## config.mk

```make
export PLATFORM = sky130hd
export DESIGN_NAME = hmc_rx_rsp_extract
export DESIGN_NICKNAME = d
export VERILOG_FILES = /design/src/rtl/hmc_rx_rsp_extract.sv
export SDC_FILE = /design/constraint.sdc
export NUM_CORES = 1
export LEC_CHECK = 0
export CORE_AREA = 2 2 266 268
export CTS_CLUSTER_SIZE = 24
export DETAILED_ROUTE_END_ITERATION = 7
export DIE_AREA = 0 0 268 270
export SYNTH_ARGS = -nofsm -noshare
export SYNTH_HDL_FRONTEND = slang
export SYNTH_SLANG_ARGS = --single-unit
```

## constraint.sdc

```tcl
create_clock -name clk_hmc -period 3.1 [get_ports clk_hmc]
set_clock_uncertainty 0.1 [all_clocks]
set_input_delay 0.62 -clock clk_hmc [delete_from_list [all_inputs] [get_ports clk_hmc]]
set_output_delay 0.62 -clock clk_hmc [all_outputs]
set_load 0.02 [all_outputs]
```

## src/rtl/hmc_rx_rsp_extract.sv

```systemverilog
// hmc_rx_rsp_extract: RX response extractor behind the openHMC AXI4-Stream master.
// It captures each accepted beat into a hold register and processes one flit per cycle.
// It tracks packet boundaries from the header and tail flags in TUSER.
// For every completed packet it pushes one response descriptor into a show-ahead FIFO.
// It also keeps saturating response and error counters.
// Ports:
//   clk_hmc, res_n_hmc          clock, asynchronous active-low reset
//   m_axis_rx_TVALID/TREADY     beat handshake (TREADY driven here)
//   m_axis_rx_TDATA/TUSER       beat payload; TUSER = {tail, header, flit valid} per flit
//   rsp_valid/rsp_ready         descriptor FIFO head valid / pop
//   rsp_cmd..rsp_seq_err        descriptor fields of the FIFO head
//   rsp_count, err_count        saturating descriptor / error counters
module hmc_rx_rsp_extract #(
  parameter int unsigned FPW            = 4,
  parameter int unsigned LOG_FPW        = 2,
  parameter int unsigned DWIDTH         = FPW*128,
  parameter int unsigned NUM_DATA_BYTES = FPW*16,
  parameter int unsigned LOG_FIFO_DEPTH = 3
) (
  input  logic                      clk_hmc,
  input  logic                      res_n_hmc,
  input  logic                      m_axis_rx_TVALID,
  output logic                      m_axis_rx_TREADY,
  input  logic [DWIDTH-1:0]         m_axis_rx_TDATA,
  input  logic [NUM_DATA_BYTES-1:0] m_axis_rx_TUSER,
  output logic                      rsp_valid,
  input  logic                      rsp_ready,
  output logic [6:0]                rsp_cmd,
  output logic [4:0]                rsp_lng,
  output logic [10:0]               rsp_tag,
  output logic [6:0]                rsp_errstat,
  output logic                      rsp_dinv,
  output logic                      rsp_len_err,
  output logic                      rsp_seq_err,
  output logic [31:0]               rsp_count,
  output logic [31:0]               err_count
);

  localparam int unsigned FLIT_W = 128;
  localparam int unsigned LO_W   = 28;   // only flit bits [27:0] carry descriptor fields
  localparam int unsigned DEPTH  = 1 << LOG_FIFO_DEPTH;
  localparam int unsigned CNT_W  = 8;

  typedef struct packed {
    logic [6:0]  cmd;
    logic [4:0]  lng;
    logic [10:0] tag;
    logic [6:0]  errstat;
    logic        dinv;
    logic        len_err;
    logic        seq_err;
  } rsp_desc_t;

  // Hold register and flit walker
  logic                 rst_q;
  logic                 hold_vld;
  logic [LO_W-1:0]      hold_lo [FPW];
  logic [FPW-1:0]       hold_fv;
  logic [FPW-1:0]       hold_hdr;
  logic [FPW-1:0]       hold_tail;
  logic [LOG_FPW-1:0]   idx;

  // Open packet state
  logic                 in_pkt;
  logic                 seq_err_q;
  logic [6:0]           cmd_q;
  logic [4:0]           lng_q;
  logic [10:0]          tag_q;
  logic [CNT_W-1:0]     flit_cnt;

  // Descriptor FIFO
  rsp_desc_t            mem [DEPTH];
  logic [LOG_FIFO_DEPTH:0] wr_ptr;
  logic [LOG_FIFO_DEPTH:0] rd_ptr;

  logic [LO_W-1:0]      cur;
  logic                 cur_v, cur_hdr, cur_tail;
  logic                 last_idx, pkt_flit, push_req, stall, advance, orphan;
  logic                 push, pop, fifo_full, fifo_empty, accept;
  logic [CNT_W-1:0]     cnt_next;
  rsp_desc_t            desc;
  rsp_desc_t            head;
  logic                 unused_in;

  assign unused_in = ^{m_axis_rx_TDATA, m_axis_rx_TUSER};

  // Select the low bits of the flit currently addressed by idx
  always_comb begin
    cur = '0;
    for (int i = 0; i < FPW; i++) begin
      if (LOG_FPW'(i) == idx) cur = hold_lo[i];
    end
  end

  assign cur_v    = hold_vld && hold_fv[idx];
  assign cur_hdr  = cur_v && hold_hdr[idx];
  assign cur_tail = cur_v && hold_tail[idx];
  assign last_idx = (idx == LOG_FPW'(FPW-1));

  assign fifo_empty = (wr_ptr == rd_ptr);
  assign fifo_full  = (wr_ptr[LOG_FIFO_DEPTH] != rd_ptr[LOG_FIFO_DEPTH]) &&
                      (wr_ptr[LOG_FIFO_DEPTH-1:0] == rd_ptr[LOG_FIFO_DEPTH-1:0]);

  // A flit belongs to a packet if it opens one or one is already open
  assign pkt_flit = cur_v && (cur_hdr || in_pkt);
  assign orphan   = cur_v && !cur_hdr && !in_pkt;
  assign push_req = pkt_flit && cur_tail;
  assign stall    = push_req && fifo_full;
  assign advance  = hold_vld && !stall;
  assign push     = push_req && !fifo_full;
  assign pop      = !fifo_empty && rsp_ready;

  assign m_axis_rx_TREADY = rst_q && (!hold_vld || (last_idx && !stall));
  assign accept           = m_axis_rx_TVALID && m_axis_rx_TREADY;

  // Descriptor / packet state as it stands after the current flit
  always_comb begin
    if (cur_hdr)                   cnt_next = CNT_W'(1);
    else if (&flit_cnt)            cnt_next = flit_cnt;
    else                           cnt_next = flit_cnt + CNT_W'(1);
    desc.cmd     = cur_hdr ? cur[6:0]   : cmd_q;
    desc.lng     = cur_hdr ? cur[11:7]  : lng_q;
    desc.tag     = cur_hdr ? cur[22:12] : tag_q;
    desc.errstat = cur[26:20];
    desc.dinv    = cur[27];
    desc.seq_err = cur_hdr ? in_pkt : seq_err_q;
    desc.len_err = (cnt_next != CNT_W'(desc.lng));
  end

  // Reset-release qualifier for TREADY
  always_ff @(posedge clk_hmc or negedge res_n_hmc) begin
    if (!res_n_hmc) rst_q <= 1'b0;
    else            rst_q <= 1'b1;
  end

  // Beat capture and flit index
  always_ff @(posedge clk_hmc or negedge res_n_hmc) begin
    if (!res_n_hmc) begin
      hold_vld  <= 1'b0;
      hold_fv   <= '0;
      hold_hdr  <= '0;
      hold_tail <= '0;
      idx       <= '0;
      for (int i = 0; i < FPW; i++) hold_lo[i] <= '0;
    end else if (accept) begin
      hold_vld  <= 1'b1;
      hold_fv   <= m_axis_rx_TUSER[FPW-1:0];
      hold_hdr  <= m_axis_rx_TUSER[2*FPW-1:FPW];
      hold_tail <= m_axis_rx_TUSER[3*FPW-1:2*FPW];
      idx       <= '0;
      for (int i = 0; i < FPW; i++) hold_lo[i] <= m_axis_rx_TDATA[i*FLIT_W +: LO_W];
    end else if (advance) begin
      if (last_idx) hold_vld <= 1'b0;
      else          idx      <= idx + LOG_FPW'(1);
    end
  end

  // Open packet tracking; a tail closes the packet and clears the pending sequence error
  always_ff @(posedge clk_hmc or negedge res_n_hmc) begin
    if (!res_n_hmc) begin
      in_pkt    <= 1'b0;
      seq_err_q <= 1'b0;
      cmd_q     <= '0;
      lng_q     <= '0;
      tag_q     <= '0;
      flit_cnt  <= '0;
    end else if (advance && pkt_flit) begin
      in_pkt    <= !cur_tail;
      seq_err_q <= cur_tail ? 1'b0 : desc.seq_err;
      cmd_q     <= desc.cmd;
      lng_q     <= desc.lng;
      tag_q     <= desc.tag;
      flit_cnt  <= cnt_next;
    end
  end

  // Descriptor FIFO
  always_ff @(posedge clk_hmc or negedge res_n_hmc) begin
    if (!res_n_hmc) begin
      wr_ptr <= '0;
      rd_ptr <= '0;
      for (int i = 0; i < DEPTH; i++) mem[i] <= '0;
    end else begin
      if (push) begin
        mem[wr_ptr[LOG_FIFO_DEPTH-1:0]] <= desc;
        wr_ptr <= wr_ptr + (LOG_FIFO_DEPTH+1)'(1);
      end
      if (pop) rd_ptr <= rd_ptr + (LOG_FIFO_DEPTH+1)'(1);
    end
  end

  // Saturating counters
  always_ff @(posedge clk_hmc or negedge res_n_hmc) begin
    if (!res_n_hmc) begin
      rsp_count <= '0;
      err_count <= '0;
    end else begin
      if (push && !(&rsp_count)) rsp_count <= rsp_count + 32'd1;
      if (((push && (desc.len_err || desc.seq_err)) || orphan) && !(&err_count))
        err_count <= err_count + 32'd1;
    end
  end

  assign head        = mem[rd_ptr[LOG_FIFO_DEPTH-1:0]];
  assign rsp_valid   = !fifo_empty;
  assign rsp_cmd     = head.cmd;
  assign rsp_lng     = head.lng;
  assign rsp_tag     = head.tag;
  assign rsp_errstat = head.errstat;
  assign rsp_dinv    = head.dinv;
  assign rsp_len_err = head.len_err;
  assign rsp_seq_err = head.seq_err;

endmodule

```

==> results.py <==
metrics = {
    "status": {
        "status": "finished with violations",
        "violations": "setup timing",
    },
    "logic_synthesis": {
        "yosysSeqAreaShare": 0.565,
        "synth_seq_cells": 497,
        "ys_warn_count": 0,
        "synth-edff-count": 0,
        "syn_area_per_cell_um2": 11.5,
        "synth_cell_types": 58,
        "syn-num-nets": 2503,
        "synth_area_um2": 22000,
        "synth_ff_type": "dfrtp_1",
        "synthArstFlopShare": 1.00,
        "synthCells": 1914,
    },
    "placement": {
        "place_ws_ns": -0.440,
        "gp_congestion": 0.837,
        "port_buffers": 226,
        "dp_hpwl_um": 39300,
        "placed_area_um2": 26000,
    },
    "detailed_routing": {
        "drc": 0,
        "vias": 15700,
        "vias_per_cell": 4.92,
        "drtAntennaViolNets": 0,
        "routedWlPerCell_um": 18.5,
        "drt_first_pass_iters": 5,
        "drtIter0Drc": 976,
        "drt_wl_total_um": 59100,
    },
    "worst_setup_path": {
        "r2r_cells": 15,
        "crit_fanout": 3,
        "worstSetupPathType": "flop to primary output",
        "ff2ff_setup_slack_ns": -0.08,
        "cp-end-kind": "primary output",
        "required_ns": 2.38,
        "critPathArrivalTime_ns": 2.51,
        "r2r_start": "idx[0]",
        "r2r_end": "err_count[6]",
        "critPathLaunchType": "flop",
    },
    "power": {
        "power.density_nw_per_um2": 958,
        "p_leak_uw": 0.0125,
        "vdd_drop_max_mv": 0.523,
    },
    "timing": {
        "tightest_slew_ns": 0.838,
        "hold_viol_final": 0,
        "finalCritPeriodShare": 1.04,
        "rsz0062_at_grt": "true",
        "setup_viol": 47,
        "fin_crit_ns": 3.23,
        "max_slew_margin": 0.442,
        "fmax_mhz": 310,
        "fin_ws_ns": -0.129,
        "slew_violations": 0,
        "setup-tns-final_ns": -1.92,
    },
    "die": {
        "die_height_um": 270,
        "coreArea_um2": 69500,
        "die-area_um2": 72400,
        "ios": 679,
        "die_w_um": 268,
        "rows": 97,
        "start_util": 0.316,
    },
    "clock_tree": {
        "cts_tree": "built",
        "clkSinkCount": 497,
        "numCtsBuffers": 52,
        "clk_pin_slew_ns": 0.06,
        "cts_root_buffer": "clkbuf_16",
        "clk_path_buf_depth": 3,
        "htreeDepth": 2,
        "clock_latency_ns": 0.60,
    },
    "global_route": {
        "antenna_found_initial": 7,
        "grt_usage": 0.164,
        "grt_pass1_wl_um": 93100,
        "overflow": 0,
        "grt_pass1_vias": 16300,
        "grt_max_degree": 70,
    },
    "flow_run": {
        "drv_cap": 0,
    },
    "layout": {
        "final_common_cell": "dfrtp_1",
        "drive_gt1_frac": 0.257,
        "stdcell_area_um2": 29100,
        "layout_common_cells": "dfrtp_1 (495), nand2_1 (337), o21ai_0 (309)",
        "n_antenna_cell": 0,
        "final_nets": 2798,
        "syn_to_final_growth_pct": 32.3,
    },
    "worst_hold_path": {
        "holdPathEnd": "mem[183]",
        "min_path_cells": 2,
        "hold_path.class": "flop to flop",
        "min_from": "mem[183]",
    },
}
## repair_timing
item	CTS	global route
hold endpoints to repair	58	0
setup buffers	21	13
resized for setup	249	115
hold buffers	1	0
pin swaps	8	23
cloned	8	1
endpoints found under the setup margin	114	194
## layer usage
layer	GRT usage	share of wire
met5	0	0.00090
met4	0.0466	0.023
met3	0.0528	0.081
met2	0.255	0.46
met1	0.219	0.43
## flip-flops by register name, indices dropped and copies added (netlist names)
name / count
cmd_q: 7
err_count: 32
flit_cnt: 8
hold_fv: 4
hold_hdr: 4
hold_lo: 112
hold_tail: 4
hold_vld: 1
idx: 2
in_pkt: 1
lng_q: 5
mem: 264
rd_ptr: 4
rsp_count: 32
rst_q: 1
seq_err_q: 1
tag_q: 11
wr_ptr: 4
## layout make-up
type,instances,area [µm²]
fill,6406,40400
sequential,497,12400
multi-input combinational,1277,9520
timing repair buffer,372,4090
clock buffer,75,1570
tap,940,1180
clock inverter,19,273
inverter,9,36.3
## logic make-up (layout without fill, tap and decap cells)
group / after synthesis / in the layout / synth area share
AO/OA/AOI/OAI: 411 / 411 / 0.102
buffers and inverters: 140 / 475 / 0.0264
adder cells (fa/ha/maj): 9 / 9 / 0.00512
multiplexers: 253 / 253 / 0.163
other: 1 / 1 / 0.000170
XOR/XNOR: 75 / 75 / 0.0299
flip-flops: 497 / 497 / 0.565
AND/OR/NAND/NOR: 528 / 528 / 0.108
## through the flow
stage / power, µW / hold WS, ns / utilization / instances
floorplan: 15400 / 0.224 / - / 1914
global placement: 19100 / 0.356 / 0.374 / 3057
detailed placement: 19500 / 0.367 / 0.374 / 3057
CTS: 27400 / 0.380 / 0.411 / 3180
global route: 29600 / 0.399 / 0.419 / 3189
finish: 27900 / 0.376 / 0.419 / 3189
## worst max-delay path: stages (launching register included)
cell	delay (ns)
dfrtp_1	0.38
buf_6	0.13
mux4_2	0.55
o21a_1	0.23
nand4b_1	0.19
nand2_2	0.09
nand2_2	0.09
and2_4	0.15
buf_6	0.11
## synthesized netlist by cell type (2+ instances only)
library cell | number | area, µm²
a21o_1 | 3 | 22.5
a21oi_1 | 41 | 205
a221oi_1 | 5 | 43.8
a22o_1 | 2 | 17.5
a22oi_1 | 22 | 165
a31oi_1 | 4 | 25.0
and2_1 | 9 | 56.3
and3_1 | 22 | 138
and4_1 | 11 | 96.3
buf_1 | 9 | 33.8
buf_2 | 18 | 90.1
buf_6 | 4 | 45.0
clkbuf_1 | 99 | 372
dfrtp_1 | 497 | 12400
ha_1 | 9 | 113
inv_1 | 9 | 33.8
mux2_2 | 162 | 1820
mux2i_1 | 22 | 220
mux4_2 | 68 | 1530
nand2_1 | 348 | 1310
nand3_1 | 21 | 105
nand3_2 | 10 | 100
nand3b_1 | 2 | 15.0
nand4_1 | 21 | 131
nand4_2 | 3 | 37.5
nand4b_1 | 3 | 26.3
nor2_1 | 56 | 210
nor2b_1 | 9 | 56.3
nor3_1 | 4 | 20.0
nor4_1 | 2 | 12.5
o21a_1 | 4 | 30.0
o21ai_0 | 309 | 1550
o21ai_1 | 3 | 15.0
o22a_1 | 2 | 17.5
o311ai_0 | 2 | 17.5
o31ai_1 | 3 | 22.5
o41ai_1 | 2 | 17.5
xnor2_1 | 56 | 490
xor2_1 | 19 | 166
## where the power goes
| part | switching [µW] | internal, µW | total (µW) |
|---|---|---|---|
| Combinational | 5970 | 5630 | 11600 |
| Sequential | 1190 | 8460 | 9650 |
| Clock | 2630 | 4010 | 6650 |
## how the worst max path moves through the flow
stage	from	to	cells after the start
after floorplan	idx[1]	err_count[18]	13
after global placement	idx[0]	err_count[18]	12
after detailed placement	idx[0]	err_count[18]	12
after CTS	idx[0]	m_axis_rx_TREADY	8
after global routing	idx[0]	m_axis_rx_TREADY	8
final	idx[0]	m_axis_rx_TREADY	8
(Power assumes the default switching activity.)
